--- src/rtl/des_keysched.sv ---
// ============================================================================
// Module  : des_keysched
// Brief   : Iterative DES key schedule, one 48-bit round subkey per clock,
//           presented on a flat 16-slot bus in encrypt or decrypt order.
// Revision: 1.0 - initial release
// ============================================================================
`default_nettype none

module des_keysched (
  input  logic         ck,
  input  logic         rst_n,
  input  logic         keyin,
  input  logic [63:0]  k,
  input  logic         f,
  output logic         keyready,
  output logic         busy,
  output logic [767:0] sk
);

  // Tables hold DES bit numbers (1 = MSB), first entry in the top field
  localparam logic [335:0] c_pc1 = {
    6'd57, 6'd49, 6'd41, 6'd33, 6'd25, 6'd17, 6'd9,  6'd1,
    6'd58, 6'd50, 6'd42, 6'd34, 6'd26, 6'd18, 6'd10, 6'd2,
    6'd59, 6'd51, 6'd43, 6'd35, 6'd27, 6'd19, 6'd11, 6'd3,
    6'd60, 6'd52, 6'd44, 6'd36, 6'd63, 6'd55, 6'd47, 6'd39,
    6'd31, 6'd23, 6'd15, 6'd7,  6'd62, 6'd54, 6'd46, 6'd38,
    6'd30, 6'd22, 6'd14, 6'd6,  6'd61, 6'd53, 6'd45, 6'd37,
    6'd29, 6'd21, 6'd13, 6'd5,  6'd28, 6'd20, 6'd12, 6'd4
  };
  localparam logic [287:0] c_pc2 = {
    6'd14, 6'd17, 6'd11, 6'd24, 6'd1,  6'd5,  6'd3,  6'd28,
    6'd15, 6'd6,  6'd21, 6'd10, 6'd23, 6'd19, 6'd12, 6'd4,
    6'd26, 6'd8,  6'd16, 6'd7,  6'd27, 6'd20, 6'd13, 6'd2,
    6'd41, 6'd52, 6'd31, 6'd37, 6'd47, 6'd55, 6'd30, 6'd40,
    6'd51, 6'd45, 6'd33, 6'd48, 6'd44, 6'd49, 6'd39, 6'd56,
    6'd34, 6'd53, 6'd46, 6'd42, 6'd50, 6'd36, 6'd29, 6'd32
  };
  // Rounds 1, 2, 9 and 16 rotate by one; all others by two
  localparam logic [15:0] c_one_shift = 16'h8103;

  typedef enum logic [1:0] {
    IDLE = 2'd0,
    GEN  = 2'd1,
    DONE = 2'd2
  } state_t;

  function automatic logic [55:0] pc1(input logic [63:0] key);
    logic [55:0] o;
    logic [5:0]  idx;
    o = '0;
    for (int m = 0; m < 56; m++) begin
      // 6-bit negate gives 64 - n, the vector position of DES bit n
      idx  = -c_pc1[m*6 +: 6];
      o[m] = key[idx];
    end
    return o;
  endfunction

  function automatic logic [47:0] pc2(input logic [55:0] cd);
    logic [47:0] o;
    logic [5:0]  idx;
    o = '0;
    for (int m = 0; m < 48; m++) begin
      idx  = 6'd56 - c_pc2[m*6 +: 6];
      o[m] = cd[idx];
    end
    return o;
  endfunction

  state_t         r_state;
  state_t         w_state_nxt;
  logic           w_gen;
  logic [27:0]    r_c;
  logic [27:0]    r_d;
  logic [3:0]     r_cnt;
  logic           r_f;
  logic [767:0]   r_sk;
  logic [27:0]    w_c_rot;
  logic [27:0]    w_d_rot;
  logic [47:0]    w_subkey;
  logic [3:0]     w_slot;
  logic [55:0]    w_pc1;

  always_ff @(posedge ck or negedge rst_n) begin
    if (!rst_n) r_state <= IDLE;
    else        r_state <= w_state_nxt;
  end

  always_comb begin
    w_state_nxt = r_state;
    w_gen       = 1'b0;
    case (r_state)
      GEN: begin
        w_gen = 1'b1;
        if (r_cnt == 4'd15) w_state_nxt = DONE;
      end
      IDLE, DONE: ;
      default: w_state_nxt = IDLE;
    endcase
    if (keyin) begin
      w_state_nxt = GEN;
      w_gen       = 1'b0;
    end
  end

  assign w_c_rot  = c_one_shift[r_cnt] ? {r_c[26:0], r_c[27]} : {r_c[25:0], r_c[27:26]};
  assign w_d_rot  = c_one_shift[r_cnt] ? {r_d[26:0], r_d[27]} : {r_d[25:0], r_d[27:26]};
  assign w_subkey = pc2({w_c_rot, w_d_rot});
  assign w_slot   = r_f ? r_cnt : 4'd15 - r_cnt;
  assign w_pc1    = pc1(k);

  // C and D come back to their PC-1 values after the full 28-position rotation
  always_ff @(posedge ck or negedge rst_n) begin
    if (!rst_n) begin
      r_c   <= '0;
      r_d   <= '0;
      r_cnt <= '0;
      r_f   <= 1'b0;
      r_sk  <= '0;
    end else if (keyin) begin
      r_c   <= w_pc1[55:28];
      r_d   <= w_pc1[27:0];
      r_f   <= f;
      r_cnt <= '0;
    end else if (w_gen) begin
      r_c   <= w_c_rot;
      r_d   <= w_d_rot;
      r_cnt <= r_cnt + 4'd1;
      for (int i = 0; i < 16; i++) begin
        if (w_slot == i[3:0]) r_sk[i*48 +: 48] <= w_subkey;
      end
    end
  end

  assign keyready = (r_state == DONE);
  assign busy     = (r_state == GEN);
  assign sk       = r_sk;

endmodule

`default_nettype wire

--- config.mk ---
export PLATFORM = sky130hd
export DESIGN_NAME = des_keysched
export DESIGN_NICKNAME = d
export VERILOG_FILES = /design/src/rtl/des_keysched.sv
export SDC_FILE = /design/constraint.sdc
export NUM_CORES = 1
export LEC_CHECK = 0
export CORE_AREA = 2 2 322 324
export DETAILED_ROUTE_END_ITERATION = 16
export DIE_AREA = 0 0 324 326
export SYNTH_ARGS = -nofsm -noshare
export SYNTH_HDL_FRONTEND = slang
export SYNTH_SLANG_ARGS = --single-unit
--- constraint.sdc ---
create_clock -name ck -period 4.7 [get_ports ck]
set_input_delay 0.705 -clock ck [delete_from_list [all_inputs] [get_ports ck]]
set_output_delay 0.705 -clock ck [all_outputs]
set_load 0.02 [all_outputs]
# Word level (Yosys, flattened, before mapping)
# Memory sizes are Yosys's and may differ from the RTL's.
# Cells that the tools add are included.
[word_totals]
rom_bits = 16
word_cells = 82
memories = 1
ff_bits = 831
out_inout_bits = 770
[memory_table]
columns = ["memory", "depth", "word_bits", "rd", "rd_ports_with_merged_regs", "write_ports", "line_no", "text"]
rows = [
  ["(no name shown)", 16, 1, 1, 0, 0, "107", "assign w_d_rot = c_one_shift[r_cnt] ? {r_d[26:0], r_d[27]} : {r_d[25:0], r_d[27:26]};"],
]
[classes]
bitwise = 1
n_addsub = 2
n_reduce_logical = 21
muxes = 15
magnitude_cmp = 1
n_eq_ne = 20
[op_table]
columns = ["cell", "n"]
rows = [
  ["2-to-1 mux 28 bit", 6],
  ["AND reduction 3 bit", 16],
  ["equality test 4 bit (second input constant)", 9],
  ["equality test 4 x 3 -> 1 bit (second input constant)", 4],
  ["2-to-1 mux 4 bit", 3],
  ["equality test 4 x 2 -> 1 bit (second input constant)", 2],
  ["less-than comparator 4 x 5 -> 1 bit (second input constant)", 1],
  ["adder 4 x 1 -> 4 bit (second input constant)", 1],
  ["equality test 4 x 1 -> 1 bit (second input constant)", 1],
  ["zero test 4 bit", 1],
  ["2-to-1 mux 2 bit", 2],
  ["case mux 2 bit (2 select lines)", 1],
  ["subtractor 4 bit (first input constant)", 1],
  ["2-to-1 mux 1 bit", 3],
  ["!= test 3 x 2 -> 1 bit (second input constant)", 1],
  ["equality test 2 x 1 -> 1 bit (second input constant)", 1],
  ["equality test 2 bit (second input constant)", 1],
  ["zero test 2 bit", 1],
  ["!= test 2 bit (second input constant)", 1],
  ["AND reduction 2 bit", 1],
  ["nonzero test 2 bit", 1],
  ["OR reduction 2 bit", 1],
  ["inverter 1 bit", 1],
]

# Logic depth before layout (Yosys ltp)
# Gate-level depths: netlist (run 1).
[depth]
depth_word = 5
ltp_mapped = 10

# Worst setup path before layout (run 1)
# OpenSTA, ideal clock, no wires.
[synth_timing]
kind = "reg2reg"
startpoint = "register r_cnt[1]"
endpoint = "register r_sk[365], in the netlist sk[365]"
stages_incl_launch_ff = 11
t_arrival_ns = 2.108
n_path_buf = 4
setup_ns = 0.132
period_less_slack_ns = 2.240
slack_ns = 2.460
path_cell_list = "dfrtp_1 -> buf_2 -> inv_1 -> ha_1 -> a21oi_2 -> o21a_1 -> buf_6 -> buf_8 -> mux2i_2 -> clkbuf_2 -> o21ai_0"
[synth_via]
elab_chain_len = 4
elab_cells_between_ends = 7
[synth_rtl]
columns = ["item", "line_no", "text"]
rows = [
  ["start: declaration", "75", "logic [3:0] r_cnt;"],
  ["start signal: assignment", "128", "r_cnt <= r_cnt + 4'd1;"],
  ["subtractor 4 bit", "109", "assign w_slot = r_f ? r_cnt : 4'd15 - r_cnt;"],
  ["2-to-1 mux 4 bit", "109", ""],
  ["equality test 4 x 3 -> 1 bit", "130", "if (w_slot == i[3:0]) r_sk[i*48 +: 48] <= w_subkey;"],
  ["AND reduction 3 bit (no line)", "n/a", ""],
  ["end signal: indexed assignment", "130", ""],
  ["end: declaration", "77", "logic [767:0] r_sk;"],
]
# Parallel ways exist; a longest one is shown, timed or not. The select of a mux whose other input is x is not followed.
# A chain may end at the register's enable or synchronous reset.

# Final worst setup path (run 1)
[layout_timing]
startpoint = "register r_cnt[1]"
endpoint = "register r_sk[725], in the netlist sk[725]"
[layout_via]
elab_chain_len = 4
elab_cells_between_ends = 7
[layout_rtl]
columns = ["item", "line_no"]
rows = [
  ["subtractor 4 bit", "109"],
  ["2-to-1 mux 4 bit", "109"],
  ["equality test 4 bit", "130"],
  ["AND reduction 3 bit (no line)", "n/a"],
]
# Parallel ways exist; a longest one is shown, timed or not. The select of a mux whose other input is x is not followed.

==> results.yml, run 1 <==
worst_setup_path:
  critPathArrivalTime_ps: 4000
  path_cells: "inv_1 > ha_1 > a21oi_2 > o21a_4 > buf_12 > mux2i_4 > o21ai_0"
  crit_type: "reg2reg"
  cp.required_ps: 5190
  cp_num_buf_inv: 2
  crit_path_max_fanout: 26
  slowest_stage: "mux2i_4"
  cpPeakStageDelay_ps: 1000
  endpoint_kind: "register"
  crit_family: "compound AO/OA/AOI/OAI gates"
  start_kind: "register"
synthesis:
  yosys_warnings: 0
  syn_area_sq_um: 31100
  ys_types: 42
  muxShareOfSynthArea: 0.0307
  synth-simple-area-share: 0.115
  postSynthCellCount: 2914
  synth_compound_area_frac: 0.144
  ys_ff_latch: 831
  synthTopCellsByArea: "dfrtp_1 (67%), nand2_1 (11%), o21ai_1 (7.4%)"
  synth_top_family_by_area: "compound AO/OA/AOI/OAI gates"
  synth_top_area_share: 0.670
  synth_fa_ha_area_frac: 0.00161
  synth.avg_cell_area_sq_um: 10.7
  syn_nets: 2986
  synth-xor-area-share: 0.000564
  yosysSeqAreaShare: 0.670
  synth.largest_area_cell: "dfrtp_1"
timing:
  timing.fmax_ghz: 0.285
  setup_viol: 0
  slew_headroom: 0.187
  slew_violations: 0
  clock_skew_ps: 23.0
  min_period_over_period: 0.746
  rsz0062_at_grt: "no"
  fin_setup_tns_ps: 0
  tightest_slew_ps: 1190
  finalHoldViolations: 0
  fin_crit_ps: 3510
clock_network:
  insertion_delay_ps: 660
  clkTransAtPathRegs_ps: 60
  post_cts.repair.setup_buffers: 0
  htree_levels: 3
  ctsHoldBuffers: 0
  cts_tree: "yes"
  clockRootBuffer: "clkbuf_16"
  cts_buffer_depth: 3
  cts_sinks: 831
  cts_resized: 0
  cts_made_buffers: 91
detailed_routing:
  drcViolationCount: 0
  drtIter0Drc: 1333
  ant_nets: 0
  drt-total-wl_um: 111000
  routedWlPerCell_um: 21.7
  vias: 23700
  first_pass_iters: 5
  viasPerCell: 4.64
job:
  drv_cap: 0
floorplan:
  rows: 118
  initial_core_util: 0.303
  die_height_um: 326
  dieArea_sq_um: 106000
  die_w_um: 324
  core_area_sq_um: 103000
  io_pins: 838
finish:
  final_layout_size_suffix_gt1_frac: 0.0766
  layout_commonest_cell: "nand2_1"
  final_core_util: 0.427
  final_cell_mix: "nand2_1 (869), dfrtp_1 (831), clkdlybuf4s50_1 (827)"
  areaGrowthSynthToFinish_pct: 41.1
  nNetsFinal: 3726
pwr:
  p_per_area_nw_per_um2: 646
  cellLeakagePower_nw: 19.0
  vdd_ir_drop_max_mv: 0.346
place:
  numPortBuffers: 829
  place_congestion: 0.775
  dpl.hpwl_um: 75600
run_status:
  status: "complete, no violations"
global_routing:
  grt_max_degree: 109
  track_usage: 0.208
  globalRouteOverflowTotal: 0
  grt_pass1_wl_um: 161000
  antenna_found_initial: 18
  grt_pass1_vias: 23200
hold_path:
  hp-class: "in2async"
## Yosys cell counts
cell type	n
a21oi_1	14
and3_1	2
ha_1	4
nand2_2	4
nor2b_1	1
buf_6	3
nor2_1	5
buf_2	96
dfrtp_1	831
mux2i_1	14
mux2i_2	19
mux2i_4	24
o21a_1	2
a21o_1	1
o21ai_2	1
nand3_1	3
buf_12	3
nand2b_1	3
buf_1	4
nor3b_1	10
buf_8	1
nand2_1	881
o221ai_1	46
or3b_1	3
a31oi_1	1
a21oi_2	4
clkbuf_2	12
or3b_4	1
mux2_2	1
inv_1	3
nand4_1	1
a2111oi_0	2
o21ai_0	319
or2_2	1
clkbuf_1	112
xor2_1	2
buf_4	15
or3_1	1
nand3b_1	3
nor2_2	1
and2_1	1
o21ai_1	459
## cells by family (layout without fill, tap and decap cells)
family,Yosys count,count (layout)
and+or+nand+nor,921,921
AOI/OAI and AO/OA,849,849
DFF,831,831
buffers and inverters,249,1056
muxes,58,58
adders and majority gates,4,4
xor gates and xnor gates,2,2
other,0,11
## metrics by stage
| stage | power (mW) | cell area, sq um | setup WS, ps | hold WS, ps | instances |
|---|---|---|---|---|---|
| finish | 28.3 | 43800 | 1190 | 75.5 | 5112 |
| global route | 29.7 | 43800 | 966 | 111 | 5108 |
| CTS | 28.6 | 43800 | 1190 | 76.9 | 5101 |
| detailed placement | 21.4 | 40800 | 1190 | 469 | 4941 |
| global placement | 21.2 | 40800 | 1250 | 461 | 4941 |
| floorplan | 15.3 | 31100 | 2460 | 409 | 2914 |
## registers in the layout, indices dropped and copies added, names as in the netlist
name / cells
r_d: 28
r_c: 28
r_f: 1
r_cnt: 4
sk: 768
r_state: 2
## cell type report
class | instances | area, sq um
clock buffer | 133 | 2720
inverter | 3 | 11.3
sequential | 831 | 20800
timing repair buffer | 893 | 8990
tap | 1380 | 1730
antenna | 11 | 27.5
fill | 9886 | 58800
clock inverter | 27 | 248
multi-input combinational | 1834 | 9300
## report_power, final
part	switching [mW]	leakage, nW	internal (mW)	total (mW)
registers	1.22	11.0	9.30	10.5
logic	6.13	6.54	4.54	10.7
clock network	3.00	1.48	4.12	7.12
## metal layers
| layer | wire length [um] | share of wire | GRT usage | vias up |
|---|---|---|---|---|
| met1 | 46700 | 0.42 | 0.267 | 11400 |
| met2 | 51000 | 0.46 | 0.326 | 777 |
| met3 | 9700 | 0.087 | 0.0680 | 190 |
| li1 | - | - | - | 11300 |
| met4 | 3450 | 0.031 | 0.0751 | 10 |
| met5 | 86 | 0.00077 | 0 | - |
## path summary, 6_finish.rpt
check / depth (start not counted) / slack [ps] / start / to
worst max-delay path: 7 / 1190 / r_cnt[1]$_DFFE_PN0P_ / sk[725]$_DFFE_PN0P_
worst min-delay path: 1 / 80 / rst_n / sk[486]$_DFFE_PN0P_
worst max register to register: 7 / 1190 / r_cnt[1]$_DFFE_PN0P_ / sk[725]$_DFFE_PN0P_
worst min register to register: 2 / 480 / sk[277]$_DFFE_PN0P_ / sk[277]$_DFFE_PN0P_
max in group asynchronous: 2 / 3290 / rst_n / sk[716]$_DFFE_PN0P_
min in group ck: 2 / 480 / sk[277]$_DFFE_PN0P_ / sk[277]$_DFFE_PN0P_
(Power assumes the default switching activity.)
==> run 2, diff against run 1 <==
- CORE_AREA: 2 2 322 324 -> 2 2 326 328
- DIE_AREA: 0 0 324 326 -> 0 0 328 330
- clock period: 4.7 -> 3.47 ns (I/O delays scaled with it)
==> results.yml, run 2 (synthesis gave the netlist of run 1 again) <==
timing:
  rsz0062_at_grt: "no"
  tightest_slew_ps: 1180
  finalHoldViolations: 0
  fin_setup_tns_ps: 0
  fin_ws_ps: 445
  min_period_over_period: 0.872
  slew_violations: 0
  fin_crit_ps: 3020
  slew_headroom: 0.212
  hold_ws_ps: 443
  timing.fmax_ghz: 0.331
  clock_skew_ps: 28.8
  setup_viol: 0
place:
  dpl.hpwl_um: 77100
  numPortBuffers: 829
  pre_cts_ws_ps: 442
  place_congestion: 0.768
detailed_routing:
  vias: 23900
  ant_nets: 0
  drtIter0Drc: 1349
  viasPerCell: 4.66
  drt-total-wl_um: 111000
  routedWlPerCell_um: 21.6
  first_pass_iters: 5
  drcViolationCount: 0
floorplan:
  dieArea_sq_um: 108000
  die_w_um: 328
  initial_core_util: 0.297
  core_area_sq_um: 105000
  io_pins: 838
  rows: 119
  die_height_um: 330
global_routing:
  grt_pass1_wl_um: 161000
  grt-busiest-layer: "met2"
  grt_use_met3: 0.0583
  use_met1: 0.266
  grt_pass1_vias: 23300
  gr-usage-met2: 0.320
  grt_max_degree: 97
  antenna_found_initial: 13
  track_usage: 0.202
  globalRouteOverflowTotal: 0
pwr:
  cellLeakagePower_nw: 19.2
  p_per_area_nw_per_um2: 877
  vdd_ir_drop_max_mv: 0.642
  finalPower_mw: 38.8
clock_network:
  insertion_delay_ps: 660
  clkTransAtPathRegs_ps: 70
  cts_buffer_depth: 3
  htree_levels: 3
  cts_made_buffers: 87
  clockRootBuffer: "clkbuf_16"
  post_cts.repair.setup_buffers: 0
  cts_sinks: 831
  cts_tree: "yes"
  cts_resized: 0
worst_setup_path:
  start_kind: "register"
  critPathArrivalTime_ps: 3510
  crit_family: "compound AO/OA/AOI/OAI gates"
  crit_path_max_fanout: 18
  cp_num_buf_inv: 3
  cp.required_ps: 3950
  endpoint_kind: "register"
  crit_type: "reg2reg"
  crit_top_cell: "buf_4"
  slowest_stage: "dfrtp_1"
  path_cells: "inv_1 > ha_1 > a21oi_2 > o21a_4 > buf_4 > mux2i_4 > buf_4 > o21ai_1"
  cpPeakStageDelay_ps: 580
finish:
  final_core_util: 0.423
  final_cell_mix: "nand2_1 (869), dfrtp_1 (831), clkdlybuf4s50_1 (827)"
  nNetsFinal: 3758
  final_layout_size_suffix_gt1_frac: 0.0841
  largest_register_ffs: 768
  layout_commonest_cell: "nand2_1"
  fillCellCount: 9961
  areaGrowthSynthToFinish_pct: 42.4
job:
  drv_cap: 0
run_status:
  status: "complete, no violations"
hold_path:
  hp-class: "in2reg"
-- run 2: changes by cell type in the layout (fill, tap and decap cells not counted), sizes merged --
| cell | change |
|---|---|
| diode | -7 |
| bufinv | +10 |
| buf | +35 |
| clkinv | -2 |
| dlygate4sd3 | +1 |
| clkbuf | -18 |
-- run 2: path summary, 6_finish.rpt --
path                                 startpoint             endpoint  slack (ps)  cells past startpoint
hold reg to reg             sk[744]$_DFFE_PN0P_  sk[744]$_DFFE_PN0P_         480                      2
max in group asynchronous                 rst_n  sk[164]$_DFFE_PN0P_        1800                      3
setup / recovery           r_cnt[1]$_DFFE_PN0P_  sk[186]$_DFFE_PN0P_         450                      8
setup reg to reg           r_cnt[1]$_DFFE_PN0P_  sk[186]$_DFFE_PN0P_         450                      8
hold / removal                            k[29]   r_c[8]$_DFFE_PN0P_         440                      3
min in group asynchronous                 rst_n  sk[490]$_DFFE_PN0P_         470                      2
-- run 2: layout make-up --
cell class                 count  area [sq um]  area share
inverter                       3          11.3    0.000255
antenna                        4          10.0    0.000226
tap                         1391          1740      0.0393
clock inverter                35           542      0.0122
clock buffer                 115          2450      0.0555
sequential                   831         20800       0.470
multi-input combinational   1834          9310       0.211
timing repair buffer         929          9370       0.212
-- run 2: stage by stage --
step | instance area, sq um | cells
finish | 44200 | 5142
global placement | 41200 | 4987
floorplan | 31100 | 2914
CTS | 44200 | 5138
detailed placement | 41200 | 4987
global route | 44200 | 5139
-- run 2: worst reg2reg max path, cell delays in order (launching register included) --
cell and delay (ps):
dfrtp_1 580, inv_1 120, ha_1 210, a21oi_2 210, o21a_4 490, buf_4 330, mux2i_4 480, buf_4 320
o21ai_1 120
-- run 2: timing repair --
action | in CTS | in global routing
hold buffers | 1 | 0
hold endpoints to repair | 61 | 0
endpoints found under the setup margin | 0 | 0
-- run 2: report_power, final --
group / switching, mW / total (mW) / internal (mW)
Sequential: 1.70 / 14.3 / 12.6
Clock: 3.94 / 9.82 / 5.87
Combinational: 8.34 / 14.7 / 6.33
-- run 2: per-layer routing --
metal	wire length, um	vias to the layer above
met2	51400	779
met1	48000	11600
met3	8690	157
met4	2920	12
met5	80	-
li1	-	11400
